--- src/rtl/multicycle_adder.sv ---
// Multi-cycle ripple adder/subtractor: adds CHUNK bits per clock, so WIDTH/CHUNK cycles per operation.
// S, Cout and Ofl are registered and change only on the edge that finishes an operation.
module multicycle_adder #(
    parameter int WIDTH = 16,
    parameter int CHUNK = 4
) (
    input  logic             clk,
    input  logic             rst,
    input  logic             start,
    input  logic             sub,
    input  logic [WIDTH-1:0] A,
    input  logic [WIDTH-1:0] B,
    input  logic             Cin,
    output logic             busy,
    output logic             done,
    output logic [WIDTH-1:0] S,
    output logic             Cout,
    output logic             Ofl
);

    localparam int N    = WIDTH / CHUNK;
    localparam int IDXW = (N > 1) ? $clog2(N) : 1;

    typedef enum logic {IDLE, RUN} state_t;

    state_t             r_state;
    state_t             w_nextState;
    logic [IDXW-1:0]    r_idx;
    logic               r_carry;
    logic [WIDTH-1:0]   r_a;
    logic [WIDTH-1:0]   r_b;
    logic [WIDTH-1:0]   r_psum;
    logic [WIDTH-1:0]   r_s;
    logic               r_cout;
    logic               r_ofl;
    logic               r_done;

    logic [CHUNK-1:0]   w_ca;
    logic [CHUNK-1:0]   w_cb;
    logic [CHUNK:0]     w_sum;
    logic [WIDTH-1:0]   w_fullSum;
    logic               w_last;
    logic               w_msbCarryIn;

    // Operands shift right each cycle, so the active chunk is always the low CHUNK bits;
    // the partial sum fills in from the top and is complete after the last chunk.
    assign w_ca         = r_a[CHUNK-1:0];
    assign w_cb         = r_b[CHUNK-1:0];
    assign w_sum        = {1'b0, w_ca} + {1'b0, w_cb} + {{CHUNK{1'b0}}, r_carry};
    assign w_fullSum    = (r_psum >> CHUNK) | (WIDTH'(w_sum[CHUNK-1:0]) << (WIDTH - CHUNK));
    assign w_last       = (r_idx == IDXW'(N - 1));
    assign w_msbCarryIn = w_sum[CHUNK-1] ^ w_ca[CHUNK-1] ^ w_cb[CHUNK-1];

    assign busy = (r_state == RUN);
    assign done = r_done;
    assign S    = r_s;
    assign Cout = r_cout;
    assign Ofl  = r_ofl;

    always_ff @(posedge clk or posedge rst) begin
        if (rst) r_state <= IDLE;
        else     r_state <= w_nextState;
    end

    always_comb begin
        w_nextState = r_state;
        case (r_state)
            IDLE: if (start)  w_nextState = RUN;
            RUN:  if (w_last) w_nextState = IDLE;
        endcase
    end

    always_ff @(posedge clk or posedge rst) begin
        if (rst) begin
            r_idx   <= '0;
            r_carry <= 1'b0;
            r_a     <= '0;
            r_b     <= '0;
            r_psum  <= '0;
            r_s     <= '0;
            r_cout  <= 1'b0;
            r_ofl   <= 1'b0;
            r_done  <= 1'b0;
        end else begin
            r_done <= 1'b0;
            case (r_state)
                IDLE: begin
                    if (start) begin
                        r_a     <= A;
                        r_b     <= sub ? ~B : B;
                        r_carry <= sub ? 1'b1 : Cin;
                        r_idx   <= '0;
                        r_psum  <= '0;
                    end
                end
                RUN: begin
                    r_a     <= r_a >> CHUNK;
                    r_b     <= r_b >> CHUNK;
                    r_carry <= w_sum[CHUNK];
                    r_psum  <= w_fullSum;
                    r_idx   <= r_idx + IDXW'(1);
                    if (w_last) begin
                        r_s    <= w_fullSum;
                        r_cout <= w_sum[CHUNK];
                        r_ofl  <= w_sum[CHUNK] ^ w_msbCarryIn;
                        r_done <= 1'b1;
                    end
                end
            endcase
        end
    end

endmodule

--- config.mk ---
export PLATFORM = sky130hd
export DESIGN_NAME = multicycle_adder
export DESIGN_NICKNAME = d
export VERILOG_FILES = /design/src/rtl/multicycle_adder.sv
export SDC_FILE = /design/constraint.sdc
export NUM_CORES = 1
export LEC_CHECK = 0
export ABC_AREA = 1
export CAP_MARGIN = 20
export CORE_ASPECT_RATIO = 1.4
export CORE_MARGIN = 1.5
export CORE_UTILIZATION = 55
export CTS_CLUSTER_SIZE = 16
export DETAILED_ROUTE_END_ITERATION = 8
export MAX_ROUTING_LAYER = met4
export PLACE_DENSITY = 0.84
export SETUP_SLACK_MARGIN = 0.05
export SLEW_MARGIN = 20
export SYNTH_ARGS = -nofsm -noshare
export SYNTH_HDL_FRONTEND = slang
export SYNTH_SLANG_ARGS = --single-unit
--- constraint.sdc ---
create_clock -name clk -period 3.48 [get_ports clk]
set_clock_uncertainty 0.05 [all_clocks]
set_input_delay 0.522 -clock clk [delete_from_list [all_inputs] [get_ports clk]]
set_output_delay 0.522 -clock clk [all_outputs]
set_load 0.02 [all_outputs]
# Word level (Yosys, flattened, before mapping)
# Cells that the tools add are included.
# Widths: inputs -> output; s select.
dict set report word_totals {
  reg_bits 71
  inputBits 37
  out_inout_bits 20
}
dict set report classes {
  add_sub_neg 3
  eq_ne 2
  n_mux 17
  bitwise 6
  reduce_logical 1
}
# op n
set op_table {}
lappend op_table {{$pmux 16 s2} 3}
lappend op_table {{$mux 16} 4}
lappend op_table {{$not 16->16} 1}
lappend op_table {{$or 12x16->16} 1}
lappend op_table {{$mux 1} 6}
lappend op_table {{$add 4x4->5} 1}
lappend op_table {{$add 5x1->5} 1}
lappend op_table {{$pmux 1 s2} 2}
lappend op_table {{$pmux 2 s2} 1}
lappend op_table {{$xor 1x1->1} 3}
lappend op_table {{$add 2x1->2 const B} 1}
lappend op_table {{$eq 2x2->1 const B} 1}
lappend op_table {{$mux 2} 1}
lappend op_table {{$ne 2x2->1 const B} 1}
lappend op_table {{$reduce_and 2->1} 1}
lappend op_table {{$not 1->1} 1}

# Logic depth before layout (Yosys ltp)
dict set report logic_depth {
  depth_word 5
  mapped_depth 10
}

# Worst setup path before layout
# Ideal clock, no wire load.
dict set report synth_timing {
  path_type {register to register}
  from {reg r_carry}
  to {reg r_ofl, in the netlist Ofl}
  setup_time_ps 117
  arrival_ps 1490
  t_required_ps 3313
  path_slack_ps 1823
  stages_incl_launch_ff 11
  path_buffers 0
  path_cell_list {dfrtp_1 fa_1 inv_1 fa_1 inv_1 nand3_1 nand2_1 nand2_1 nand3_1 nand3_1 nand2_1}
}
dict set report synth_between {
  elab_chain_len 4
}
# element line
set synth_lines {}
lappend synth_lines {{from (decl)} 29} ;# logic r_carry;
lappend synth_lines {{from (signal assigned)} 91} ;# r_carry <= sub ? 1'b1 : Cin;
lappend synth_lines {{from (signal assigned)} 99} ;# r_carry <= w_sum[CHUNK];
lappend synth_lines {{$add 5x1->5 (*)} 49} ;# assign w_sum = {1'b0, w_ca} + {1'b0, w_cb} + {{CHUNK{1'b0}}, r_carry};
lappend synth_lines {{$xor 1x1->1 (2 in series)} 52} ;# assign w_msbCarryIn = w_sum[CHUNK-1] ^ w_ca[CHUNK-1] ^ w_cb[CHUNK-1];
lappend synth_lines {{$xor 1x1->1 (*)} 105} ;# r_ofl <= w_sum[CHUNK] ^ w_msbCarryIn;
lappend synth_lines {{to (signal assigned)} 105}
lappend synth_lines {{to (decl)} 35} ;# logic r_ofl;
# Every way passes the cells marked *; elsewhere a longest branch is shown, timed or not.
# A chain may end at the register's enable or synchronous reset.

# Worst setup path in the final report
dict set report layout_timing {
  from {reg r_state, in the netlist busy}
  to {out busy}
}
# element line
set layout_lines {}
lappend layout_lines {{from (decl)} 26} ;# state_t r_state;
lappend layout_lines {{from (signal assigned)} 62} ;# else r_state <= w_nextState;
lappend layout_lines {{to (decl)} 14} ;# output logic busy,
# No word-level cell between the ends.

==> results.sh <==
export IMPL_outcome="completed"
export IMPL_startpoint_type="flip-flop"
export IMPL_period_share_pct=64.5
export IMPL_p_clk_share_pct=22.6
export IMPL_cts_setup_buffers=0
export IMPL_postSynth_asyncResetShare_pct=100
export IMPL_grt_pass1_vias=2300
export IMPL_critPathRequiredTime_ns=2.91
export IMPL_clockRootBuffer="clkbuf_8"
export IMPL_place_gp_congestion=0.847
export IMPL_area_delta_synth_final_pct=25.9
export IMPL_htree_levels=3
export IMPL_synth_warning_count=0
export IMPL_clock_fmax_ghz=0.446
export IMPL_holdCritStartpoint="r_idx[0]$_DFFE_PP0P_"
export IMPL_ant_nets=0
export IMPL_initial_core_util_pct=57.1
export IMPL_cts_tree="built"
export IMPL_first_iter_violations=92
export IMPL_synth_top_area_share_pct=56.5
export IMPL_nets=400
export IMPL_cts_inserted_buffers=9
export IMPL_crit_buf_inv=1
export IMPL_core_area_um2=5200
export IMPL_r2r_start="r_carry$_DFFE_PP0P_"
export IMPL_dp_cells=412
export IMPL_rows=31
export IMPL_p_int_mw=1.97
export IMPL_synth_area_leaders="dfrtp_1 (56%), nand2_1 (9.6%), xnor2_1 (4.7%)"
export IMPL_rsz0062_at_grt="no"
export IMPL_cts_sinks=67
export IMPL_drc_errors=0
export IMPL_stdcell_count=427
export IMPL_vias=2263
export IMPL_setup_violations=0
export IMPL_cts_resized=0
export IMPL_yosysSeqAreaShare_pct=56.5
export IMPL_p_sw_mw=1.06
export IMPL_num_fill_cells=390
export IMPL_dp_hpwl_um=3970
export IMPL_cts_max_path_buffers=2
export IMPL_yosysMostFrequentCell="nand2_1"
export IMPL_cellLeakagePower_nw=1.68
export IMPL_grt_total_usage_pct=22.8
export IMPL_end_kind="output pin"
export IMPL_clkTransAtPathRegs_ns=0.06
export IMPL_worstPathArrival_ns=1.67
export IMPL_synth_nets=345
export IMPL_r2r_end="Ofl$_DFFE_PP0P_"
export IMPL_drv_slew=0
export IMPL_clk_latency_ns=0.34
export IMPL_viasPerCell=5.30
export IMPL_overflow=0
export IMPL_fin_setup_tns_ns=0
export IMPL_holdPathStages=1
export IMPL_ff2ff_setup_slack_ns=1.68
export IMPL_avgRoutedWirePerCell_um=13.3
export IMPL_worstPathMaxFanout=9
export IMPL_ff2ff_path_depth=10
export IMPL_cp_top_family="buffers and inverters"
export IMPL_ioPinCount=57
export IMPL_routed_wl_um=5660
export IMPL_port_buffers=56
export IMPL_ys_flop_type="dfrtp_1"
export IMPL_fin_util_pct=71.9
export IMPL_drive_gt1_share_pct=6.65
export IMPL_synth_largest_area_cell="dfrtp_1"
export IMPL_crit_type="flip-flop to output pin"
export IMPL_worst_slew_pin_transition_ns=0.927
export IMPL_synth_avg_cell_area_um2=9.83
export IMPL_grt_max_degree=42
export IMPL_syn_inst=302
export IMPL_synth_distinct_cells=29
export IMPL_synth_commonest_cells="nand2_1 (76), dfrtp_1 (67), inv_1 (28)"
export IMPL_p_per_area_nw_per_um2=810
export IMPL_die_x_um=65.1
export IMPL_peakVddDrop_v=0.000424
export IMPL_critical_path_cell_chain="clkdlybuf4s50_1"
export IMPL_ctsHoldBuffers=0
export IMPL_multi_input_area_um2=1050
export IMPL_drtPass1Iterations=4
export IMPL_p_seq_share_pct=40.5
export IMPL_die_area_um2=5850
export IMPL_syn_cell_area_um2=2970
export IMPL_crit_slowest_cell="clkdlybuf4s50_1"
export IMPL_synth_ff_latch_count=67
export IMPL_maxCapViolations=0
export IMPL_switching_share_pct=35.0
export IMPL_grt_pass1_wl_um=10100
export IMPL_max_slew_margin_pct=38.0
export IMPL_antenna_found_initial=0
export IMPL_slowest_delay_ns=0.70
export IMPL_comb_power_share_pct=36.9
export IMPL_n_antenna_cell=0
export IMPL_seq_area_um2=1680
export IMPL_hold_viol=0
export IMPL_holdCritPathClass="flip-flop to flip-flop"
export IMPL_chipHeight_um=89.9
export IMPL_synth_edf_count=0
export IMPL_finalCriticalPeriod_ns=2.24
export IMPL_hold_path_end="r_idx[0]$_DFFE_PP0P_"
## registers in the layout, summed over array words and instances, names as in the netlist
signal / flops
Cout: 1
S: 16
r_psum: 12
r_a: 16
r_carry: 1
busy: 1
done: 1
r_idx: 2
Ofl: 1
r_b: 16
## layer usage
layer	track usage, %	vias to the layer above	part of all wire [%]
li1	-	1106	-
met1	26.8	1090	41
met2	38.4	55	53
met3	3.00	12	2.5
met4	10.4	0	2.6
met5	-	-	0
## worst max path at each step
stage,to,cells after the start,slack [ns],startpoint
6_report,busy,1,1.24,busy$_DFF_PP0_
5_1_grt,busy,1,1.15,busy$_DFF_PP0_
4_1_cts,busy,1,1.20,busy$_DFF_PP0_
3_5_place_dp,r_b[9]$_DFFE_PP0P_,3,1.35,sub
3_3_place_gp,r_b[1]$_DFFE_PP0P_,3,1.39,sub
2_1_floorplan,Cout$_DFFE_PP0P_,1,1.22,rst
## cell usage in the layout (no fill, tap or decap), types with 4 or more instances in the layout
cell             netlist  final
o21ai_1               14     14
clkbuf_8               0     10
nand2_1               76     76
o211ai_1              10     10
o22ai_1               12     12
nand3_1               15     15
dfrtp_1               67     67
ha_1                   4      4
a22oi_1                6      6
o21ai_0               16     16
xnor2_1               16     16
clkdlybuf4s50_1        0     56
inv_1                 28     27
## stage by stage
| stage | total power [mW] | hold WS [ns] | instance area [µm²] | worst slack (ns) |
|---|---|---|---|---|
| CTS | 3.05 | 0.429 | 3740 | 1.20 |
| finish | 3.03 | 0.428 | 3740 | 1.24 |
| global placement | 2.31 | 0.411 | 3530 | 1.39 |
| detailed placement | 2.36 | 0.420 | 3530 | 1.35 |
| floorplan | 1.99 | 0.400 | 2970 | 1.22 |
| global route | 3.25 | 0.450 | 3740 | 1.15 |
## power groups by stage
stage	clock network, mW	logic [mW]	registers [mW]
final	0.684	1.12	1.23
after global routing	0.731	1.26	1.26
after CTS	0.693	1.13	1.23
after detailed placement	0	1.12	1.24
after global placement	0	1.09	1.23
after floorplan	0	0.680	1.31
## area by class of cell
type / instances / share of cell area [%]
Clock inverter: 2 / 1.61
Multi-Input combinational cell: 187 / 28.1
Clock buffer: 13 / 3.98
Inverter: 33 / 3.65
Timing Repair Buffer: 59 / 15.6
Sequential cell: 67 / 44.8
Tap cell: 66 / 2.21
## cells by family after synthesis
| logic type | after synthesis | share of synthesized area [%] |
|---|---|---|
| compound gates | 66 | 13.6 |
| xor+xnor | 17 | 5.01 |
| fa+ha+maj | 6 | 3.03 |
| buf+inv | 48 | 8.13 |
| flops | 67 | 56.5 |
| simple gates | 98 | 13.8 |
Note: power is estimated with default switching activity, not from simulation.
